**src/rtl/imm_extend_pipe.sv**
```systemverilog
// Two-stage valid/ready immediate-extension pipeline for the decode stage.
// Optional output-handshake statistics are built when IMM_EXT_STATS_EN is defined.
module imm_extend_pipe #(
  parameter int IN_W  = 6,
  parameter int OUT_W = 32,
  parameter int SHIFT = 2
) (
  input  logic             clk,
  input  logic             rst_n,
  input  logic             in_valid,
  output logic             in_ready,
  input  logic [IN_W-1:0]  in_imm,
  input  logic [1:0]       in_mode,
  output logic             out_valid,
  input  logic             out_ready,
  output logic [OUT_W-1:0] out_data,
  output logic             out_neg
`ifdef IMM_EXT_STATS_EN
  ,
  output logic [15:0]      stat_count,
  output logic [15:0]      stat_neg
`endif
);

  localparam int PAD_W = OUT_W - IN_W;

  // Extension rules keyed by mode; mode 2'b10 reuses the sign-extended value.
  function automatic logic [OUT_W-1:0] extend(input logic [IN_W-1:0] imm,
                                              input logic [1:0] mode);
    logic [OUT_W-1:0] sext;
    logic [OUT_W-1:0] res;
    sext = {{PAD_W{imm[IN_W-1]}}, imm};
    case (mode)
      2'b00:   res = {{PAD_W{1'b0}}, imm};
      2'b01:   res = sext;
      2'b10:   res = sext << SHIFT;
      2'b11:   res = {imm, {PAD_W{1'b0}}};
      default: res = {OUT_W{1'b0}};
    endcase
    return res;
  endfunction

  logic            s1_valid_r;
  logic [IN_W-1:0] s1_imm_r;
  logic [1:0]      s1_mode_r;
  logic            s2_valid_r;
  logic            s2_adv_s;
  logic            s1_load_s;
  logic [OUT_W-1:0] ext_s;

  // Handshake decode; in_ready depends combinationally on out_ready.
  always_comb begin
    s2_adv_s  = s1_valid_r & (~s2_valid_r | out_ready);
    in_ready  = ~s1_valid_r | s2_adv_s;
    s1_load_s = in_valid & in_ready;
    ext_s     = extend(s1_imm_r, s1_mode_r);
  end

  // Stage 1: capture the raw field, or empty when its item moves on.
  always_ff @(posedge clk or negedge rst_n) begin
    if (!rst_n) begin
      s1_valid_r <= 1'b0;
      s1_imm_r   <= {IN_W{1'b0}};
      s1_mode_r  <= 2'b00;
    end else if (s1_load_s) begin
      s1_valid_r <= 1'b1;
      s1_imm_r   <= in_imm;
      s1_mode_r  <= in_mode;
    end else if (s2_adv_s) begin
      s1_valid_r <= 1'b0;
    end else begin
      s1_valid_r <= s1_valid_r;
    end
  end

  // Stage 2: registered result; data holds while stalled or after draining.
  always_ff @(posedge clk or negedge rst_n) begin
    if (!rst_n) begin
      s2_valid_r <= 1'b0;
      out_data   <= {OUT_W{1'b0}};
      out_neg    <= 1'b0;
    end else if (s2_adv_s) begin
      s2_valid_r <= 1'b1;
      out_data   <= ext_s;
      out_neg    <= ext_s[OUT_W-1];
    end else if (out_ready) begin
      s2_valid_r <= 1'b0;
    end else begin
      s2_valid_r <= s2_valid_r;
    end
  end

  assign out_valid = s2_valid_r;

`ifdef IMM_EXT_STATS_EN
  // Handshake counters, free-running with natural 16-bit wrap.
  always_ff @(posedge clk or negedge rst_n) begin
    if (!rst_n) begin
      stat_count <= 16'h0000;
      stat_neg   <= 16'h0000;
    end else if (s2_valid_r && out_ready) begin
      stat_count <= stat_count + 16'h0001;
      stat_neg   <= out_neg ? stat_neg + 16'h0001 : stat_neg;
    end else begin
      stat_count <= stat_count;
      stat_neg   <= stat_neg;
    end
  end
`endif

endmodule

```
**config.mk**
```make
export PLATFORM = sky130hd
export DESIGN_NAME = imm_extend_pipe
export DESIGN_NICKNAME = d
export VERILOG_FILES = /design/src/rtl/imm_extend_pipe.sv
export SDC_FILE = /design/constraint.sdc
export NUM_CORES = 1
export LEC_CHECK = 0
export ABC_AREA = 1
export CORE_UTILIZATION = 47
export CTS_CLUSTER_SIZE = 20
export DETAILED_ROUTE_END_ITERATION = 8
export PLACE_DENSITY = 0.84
export SLEW_MARGIN = 10
export SYNTH_ARGS = -nofsm -noshare
export SYNTH_HDL_FRONTEND = slang
export SYNTH_SLANG_ARGS = --single-unit
```
**constraint.sdc**
```tcl
create_clock -name clk -period 3.1 [get_ports clk]
set_clock_uncertainty 0.15 [all_clocks]
set_input_delay 0.62 -clock clk [delete_from_list [all_inputs] [get_ports clk]]
set_output_delay 0.62 -clock clk [all_outputs]
set_load 0.02 [all_outputs]
```
-- After elaboration in Yosys (flattened, before gate mapping)
Index checks and enable logic that the tools add are counted.
- add/sub/neg operators: 0
- multiply operators: 0
- div/mod/pow operators: 0
- magnitude comparators: 0
- eq/ne operators: 3
- shift-type cells: 0
- muxes and demuxes: 5
- bitwise gates (word level): 6
- reduce and logical (&&, ||, !) cells: 3
- operators with widths (cell ; number):
    32-bit one-hot mux with 4 select lines ; 1
    2-bit == test, second input constant ; 2
    1-bit two-way mux ; 4
    2-bit nonzero test ; 2
    1-bit bitwise AND ; 2
    2-bit by 1-bit == test with 1-bit output, second input constant ; 1
    2-bit zero test ; 1
    1-bit inverter ; 2
    1-bit OR ; 2
- register bits: 43
- latch bits: 0
- bits in writable memories: 0
- memory bits (read-only): 0
- bits of input ports: 12
- output and inout port bits: 35
- word-level logic and storage cells: 23
- memories kept: 0

-- Logic depth before layout (Yosys ltp)
Gate-level depths: netlist (run 1).
- depth after elaboration: 6
- mapped depth: 7
- mapped depth without buffers: 6

-- Least setup slack after synthesis (run 1)
Ideal clock, no wire load.
- kind: register -> output
- start point: register, netlist name out_data[25]
- end point: output out_data[10]
- data arrival time: 939 ps
- data required time: 2330 ps
- path slack: 1391 ps
- cell stages (with the launch flop): 2
- path buffers: 1
- path through: dfrtp_1 buf_4
- RTL lines (item ; line ; RTL):
    to (decl) ; 16 ; output logic [OUT_W-1:0] out_data,

-- Final worst setup path (run 1)
- start point: input out_ready
- end point: output in_ready
- cells in the longest elaborated chain, start to end: 3
- ends and longest elaborated chain (item ; line ; RTL):
    from (decl) ; 15 ; input logic out_ready,
    1-bit OR ; 53 ; s2_adv_s = s1_valid_r & (~s2_valid_r | out_ready);
    1-bit bitwise AND ; 53 ;
    1-bit OR ; 54 ; in_ready = ~s1_valid_r | s2_adv_s;
    to (decl) ; 11 ; output logic in_ready,
No other way between the ends.

==> results of run 1 <==
logic make-up (layout without fill, tap and decap cells):
kind of cell | Yosys count | in the layout | synth area share, %
flops | 24 | 24 | 47.3
buf+inv | 30 | 55 | 17.5
compound gates | 4 | 4 | 1.58
simple gates | 97 | 97 | 33.6
worst min-delay path, cell delays in order (launching register included):
cell and delay, ns:
dfrtp_1 0.36, nand2_1 0.06, nand2_1 0.05
cell type report:
cell class | count | area [sq um] | area share [%]
sequential | 24 | 601 | 37.5
timing repair buffer | 47 | 468 | 29.2
tap | 30 | 37.5 | 2.34
inverter | 5 | 26.3 | 1.64
clock buffer | 3 | 22.5 | 1.41
multi-input combinational | 101 | 447 | 27.9
stage by stage:
step	setup slack [ns]	power (mW)
finish	0.387	1.15
global route	0.354	1.23
CTS	0.381	1.16
detailed placement	0.389	1.03
global placement	0.406	1.01
floorplan	1.39	0.841
flip-flops by register name, summed over array words and instances (netlist names):
| signal | count |
|---|---|
| s1_mode_r | 2 |
| out_valid | 1 |
| out_data | 14 |
| s1_valid_r | 1 |
| s1_imm_r | 6 |
worst max path at each step:
stage                    to    startpoint  cells past startpoint  slack, ns
6_report           in_ready     out_ready                      4       0.39
5_1_grt            in_ready     out_ready                      4       0.35
4_1_cts            in_ready     out_ready                      4       0.38
3_5_place_dp       in_ready     out_ready                      4       0.39
3_3_place_gp       in_ready     out_ready                      4       0.41
2_1_floorplan  out_data[10]  out_data[25]                      1       1.39
cells in the mapped netlist:
library cell,instances
nor2_1,4
nand3_2,3
nand2_1,67
nand3_1,19
buf_4,21
inv_2,3
nand2_4,1
inv_8,1
o21ai_0,4
nand2_2,2
buf_2,1
nor2_4,1
dfrtp_1,24
inv_1,1
buf_6,3
layer usage:
layer  vias up  global-route usage [%]  wire length [microns]
li1        516                       -                      -
met1       472                    22.4                   1010
met2        36                    30.5                   1090
met3         5                    3.39                    121
met4         0                    7.69                     34
met5         -                       0                      0
power by group:
group | switching [mW] | leakage (nW) | total [mW] | internal [mW]
combinational | 0.294 | 0.476 | 0.557 | 0.263
sequential | 0.0763 | 0.302 | 0.461 | 0.385
clock | 0.0854 | 0.0138 | 0.131 | 0.0454
total | 0.456 | 0.792 | 1.15 | 0.693
==> summary.md, run 1 <==
| Metric | Value |
|---|---|
| Most used cell along the critical path | `clkdlybuf4s50_1` |
| Max IR drop VDD | `0.000540 V` |
| Worst-path cell chain | `clkdlybuf4s50_1 > inv_2 > nand3_2 > clkdlybuf4s50_1` |
| Max-slew violations | `0` |
| Chip Width | `around 54 microns` |
| CTS tree | `done` |
| Dpl cells | `approximately 210` |
| Most frequent cells in the layout | `67 x nand2_1, 46 x clkdlybuf4s50_1, 24 x dfrtp_1, 19 x nand3_1` |
| Hold WS | `0.346 ns` |
| Final instance area | `approximately 0.0016 sq mm` |
| RSZ-0062 raised after global routing | `no` |
| PortBufs | `46` |
| GRT overflow | `0` |
| Worst Setup End Kind | `output pin` |
| Crit path time final | `2.71 ns` |
| Kind of cell adding the most delay to the critical path | `buffers and inverters` |
| Non-Filler Instances | `210` |
| Relative slew slack | `about two thirds` |
| Post-CTS Setup Repair Bufs | `0` |
| Die span in y | `54.0 microns` |
| Vias | `1029` |
| I/O pin count | `47` |
| Worst slew pin tran | `0.476 ns` |
| Worst R2R End | `out_data[30]` |
| Starting Density | `between 50% and 60%` |
| Fmax achieved | `369 MHz` |
| Clock buffer count from CTS | `3` |
| CTS resizes | `0` |
| DR iter-0 viols | `10` |
| Synth cell types | `15` |
| Post-Syn Nets | `around 170` |
| Core Region | `0.00252 sq mm` |
| Outcome | `finished clean` |
| DRC | `0` |
| Tcrit/Tclk final | `87.5%` |
| Seq/Total Area, Yosys | `a little under half` |
| Fillers | `209` |
| Post-synthesis cell count | `155` |
| CP required | `between 2 and 2.5 ns` |
| Vias per cell | `4.90` |
| Worst skew pair latency | `0.31 ns` |
| Synth top area share | `47.3%` |
| Pre-antenna DRT Iters | `4` |
| Die area | `0.00291 sq mm` |
| Hold Path Cell Cnt | `2` |
| # hold bufs at CTS | `0` |
| HP Start | `out_data[26]` |
| CTS Buffer Depth | `2` |
| Reg2Reg Setup Slack | `1.81 ns` |
| Util after Layout | `63.5%` |
| Largest net degree at the start of global routing | `25` |
| CP Data Arrival Time | `about 1.9 ns` |
| Initial antenna violation count | `0` |
| Power Density | `717 mW/mm^2` |
| Layout cell share with drive strength beyond 1 | `approximately 8.3%` |
| Clock Root Buffer | `clkbuf_4` |
| Startpoint type of the worst setup path | `primary input` |
| Max_cap viols | `0` |
| CP bufs+invs | `3` |
| Nets | `194` |
| Hold path endpoint | `out_data[26]` |
| Placer congestion estimate | `0.809` |
| Worst reg-to-reg path cell count | `5` |
| Peak fanout along the critical path | `11` |
| Most common cell after layout, fill and taps aside | `nand2_1` |
| Post-route ant nets | `0` |
| FF+latch count, synth | `24` |
| Setup TNS | `0 ns` |
| CP Class | `in2out` |
| Final Hold Fails | `0` |
| Synth Cell Area | `0.00127 sq mm` |
| Core Rows | `18` |
| Syn-to-layout area delta | `26.1%` |
| Final HPWL DP | `1700 microns` |
| Area leader, netlist | `dfrtp_1` |
| H-tree Lvls | `1` |
| Antenna fix cells | `0` |
| Clock Sinks | `24` |
| Routed WL | `2260 microns` |
| Total track usage | `18.0%` |
| Slowest cell on the critical path | `clkdlybuf4s50_1` |
| Vias in the first global route | `891` |
| Critical register-to-register path startpoint | `s1_mode_r[1]` |
| Synth Warn # | `0` |
| Lkg Pwr | `0.792 nW` |
| Syn_area_per_cell | `8.19 sq um` |
| Hold crit path type | `reg2reg` |
| Avg WL per Cell | `10.7 microns` |
| Area post-placement | `0.00158 sq mm` |
| Synth top area cells | `dfrtp_1 47%, nand2_1 20%, buf_4 12%` |
| First-pass GRT wire length | `3770 microns` |
| Clock transition at path regs | `0.11 ns` |
| Finish-stage setup viols | `0` |
| CP max stage delay | `0.64 ns` |
No activity file was read; power rests on OpenSTA's default activity.
==> inputs of run 2 (changes only) <==
--- a/config.mk
+++ b/config.mk
@@ -6,10 +6,12 @@
 export NUM_CORES = 1
 export LEC_CHECK = 0
 export ABC_AREA = 1
-export CORE_UTILIZATION = 47
+export CELL_PAD_IN_SITES_DETAIL_PLACEMENT = 1
+export CELL_PAD_IN_SITES_GLOBAL_PLACEMENT = 1
+export CORE_UTILIZATION = 33
 export CTS_CLUSTER_SIZE = 20
 export DETAILED_ROUTE_END_ITERATION = 8
-export PLACE_DENSITY = 0.84
+export PLACE_DENSITY_LB_ADDON = 0.1
 export SLEW_MARGIN = 10
 export SYNTH_ARGS = -nofsm -noshare
 export SYNTH_HDL_FRONTEND = slang
==> run 2 against run 1 <==
Via count about the same. Global-route usage decreased by 3.6 points. Worst hold slack got worse by 0.0081 ns. First-iteration DRC count increased to 2.8 times the previous value. Core utilization decreased by 19 points. Critical endpoint unchanged. Largest cell class unchanged. Largest power group unchanged.
==> summary.md, run 2 (synthesis gave the netlist of run 1 again) <==
| Metric | Value |
|---|---|
| Clock transition at path regs | `0.08 ns` |
| Final HPWL DP | `1960 microns` |
| Lkg Pwr | `0.807 nW` |
| Hold WS | `0.337 ns` |
| Most common cell after layout, fill and taps aside | `nand2_1` |
| Layout cell share with drive strength beyond 1 | `8.84%` |
| CTS tree | `done` |
| Max-slew violations | `0` |
| Largest Register | `out_data` |
| Power Density | `~740 mW/mm^2` |
| Worst skew pair latency | `0.27 ns` |
| Crit path time final | `2.73 ns` |
| Total track usage | `~14%` |
| Die area | `between 0.004 and 0.005 sq mm` |
| Worst slew pin tran | `about 0.47 ns` |
| CP Class | `in2out` |
| I/O pin count | `47` |
| Hold crit path type | `reg2reg` |
| H-tree Lvls | `1` |
| # hold bufs at CTS | `0` |
| Starting Density | `34.4%` |
| Die span in y | `64.0 microns` |
| Post-CTS Setup Repair Bufs | `0` |
| CTS Buffer Depth | `2` |
| Avg WL per Cell | `11.1 microns` |
| Tcrit/Tclk final | `87.9%` |
| PortBufs | `46` |
| Finish-stage setup viols | `0` |
| Placer congestion estimate | `0.760` |
| Setup TNS | `0 ns` |
| Nets | `194` |
| CP Data Arrival Time | `1.96 ns` |
| Initial antenna violation count | `0` |
| Fmax achieved | `367 MHz` |
| DR iter-0 viols | `28` |
| CTS resizes | `0` |
| Vias per cell | `about 4.5` |
| CP required | `around 2.3 ns` |
| Final Hold Fails | `0` |
| Util after Layout | `between 40% and 50%` |
| Max reg flops | `14` |
| RSZ-0062 raised after global routing | `no` |
| Largest net degree at the start of global routing | `25` |
| Clock buffer count from CTS | `3` |
| Outcome | `finished clean` |
| Startpoint type of the worst setup path | `primary input` |
| Max_cap viols | `0` |
| Vias | `1030` |
| Clock Sinks | `24` |
| Routed WL | `~2500 microns` |
| First-pass GRT wire length | `about 4600 microns` |
| GRT overflow | `0` |
| Peak fanout along the critical path | `11` |
| Antenna fix cells | `0` |
| Chip Width | `64.0 microns` |
| Core Region | `around 0.0037 sq mm` |
| Relative slew slack | `between 60% and 70%` |
| Clock Root Buffer | `clkbuf_8` |
| Syn-to-layout area delta | `30.4%` |
| Worst Setup End Kind | `output pin` |
| DRC | `0` |
| Biggest regs | `out_data (14), s1_imm_r (6), s1_mode_r (2)` |
| Max IR drop VDD | `0.000179 V` |
| Most frequent cells in the layout | `67 x nand2_1, 46 x clkdlybuf4s50_1, 24 x dfrtp_1, 19 x nand3_1` |
| Core Rows | `22` |
| Vias in the first global route | `1042` |
| Post-route ant nets | `0` |
| Power, Total | `1.23 mW` |
| Pre-antenna DRT Iters | `4` |
[run 2: changes by cell type in the layout (fill, tap and decap cells not counted)]
cell      before  now
clkbuf_4       3    0
clkbuf_8       0    4
[run 2: path summary, 6_finish.rpt]
check,start,end,slack (ns),depth (start not counted)
setup / recovery,out_ready,in_ready,0.37,4
hold / removal,out_data[27],out_data[27],0.34,2
setup reg to reg,s1_mode_r[1],out_data[30],1.79,4
hold reg to reg,out_data[27],out_data[27],0.34,2
max in group asynchronous,rst_n,s1_imm_r[2],2.01,2
min in group asynchronous,rst_n,s1_mode_r[0],0.56,2
[run 2: cell type report]
cell class / instances / area, sq um
Clock buffer: 4 / 55.1
Fill cell: 450 / 2030
Inverter: 5 / 26.3
Multi-Input combinational cell: 101 / 447
Sequential cell: 24 / 601
Tap cell: 48 / 60.1
Timing Repair Buffer: 47 / 468
[run 2: worst max-delay path, cell delays in order]
cell             delay [ns]
clkdlybuf4s50_1        0.48
inv_2                  0.05
nand3_2                0.16
clkdlybuf4s50_1        0.64
[run 2: stage by stage]
step	setup WS (ns)	instances	instance area [sq um]
4_1_cts	0.363	229	1660
2_1_floorplan	1.39	155	1270
6_report	0.375	229	1660
3_3_place_gp	0.385	225	1600
5_1_grt	0.322	229	1660
3_5_place_dp	0.376	225	1600
[run 2: power by group]
group	internal [mW]	total [mW]	switching, mW
logic	0.263	0.557	0.295
clock network	0.113	0.214	0.100
registers	0.385	0.459	0.0737
total	0.761	1.23	0.469
[run 2: metal layers]
| metal | wire length (microns) | vias to the layer above | part of all wire (%) | GRT usage (%) |
|---|---|---|---|---|
| met3 | 179 | 0 | 7.0 | 2.86 |
| li1 | - | 515 | - | - |
| met2 | 1230 | 39 | 48 | 26.2 |
| met1 | 1140 | 476 | 45 | 16.9 |
| met4 | 0 | 0 | 0 | 4.26 |
| met5 | 0 | - | 0 | 0 |
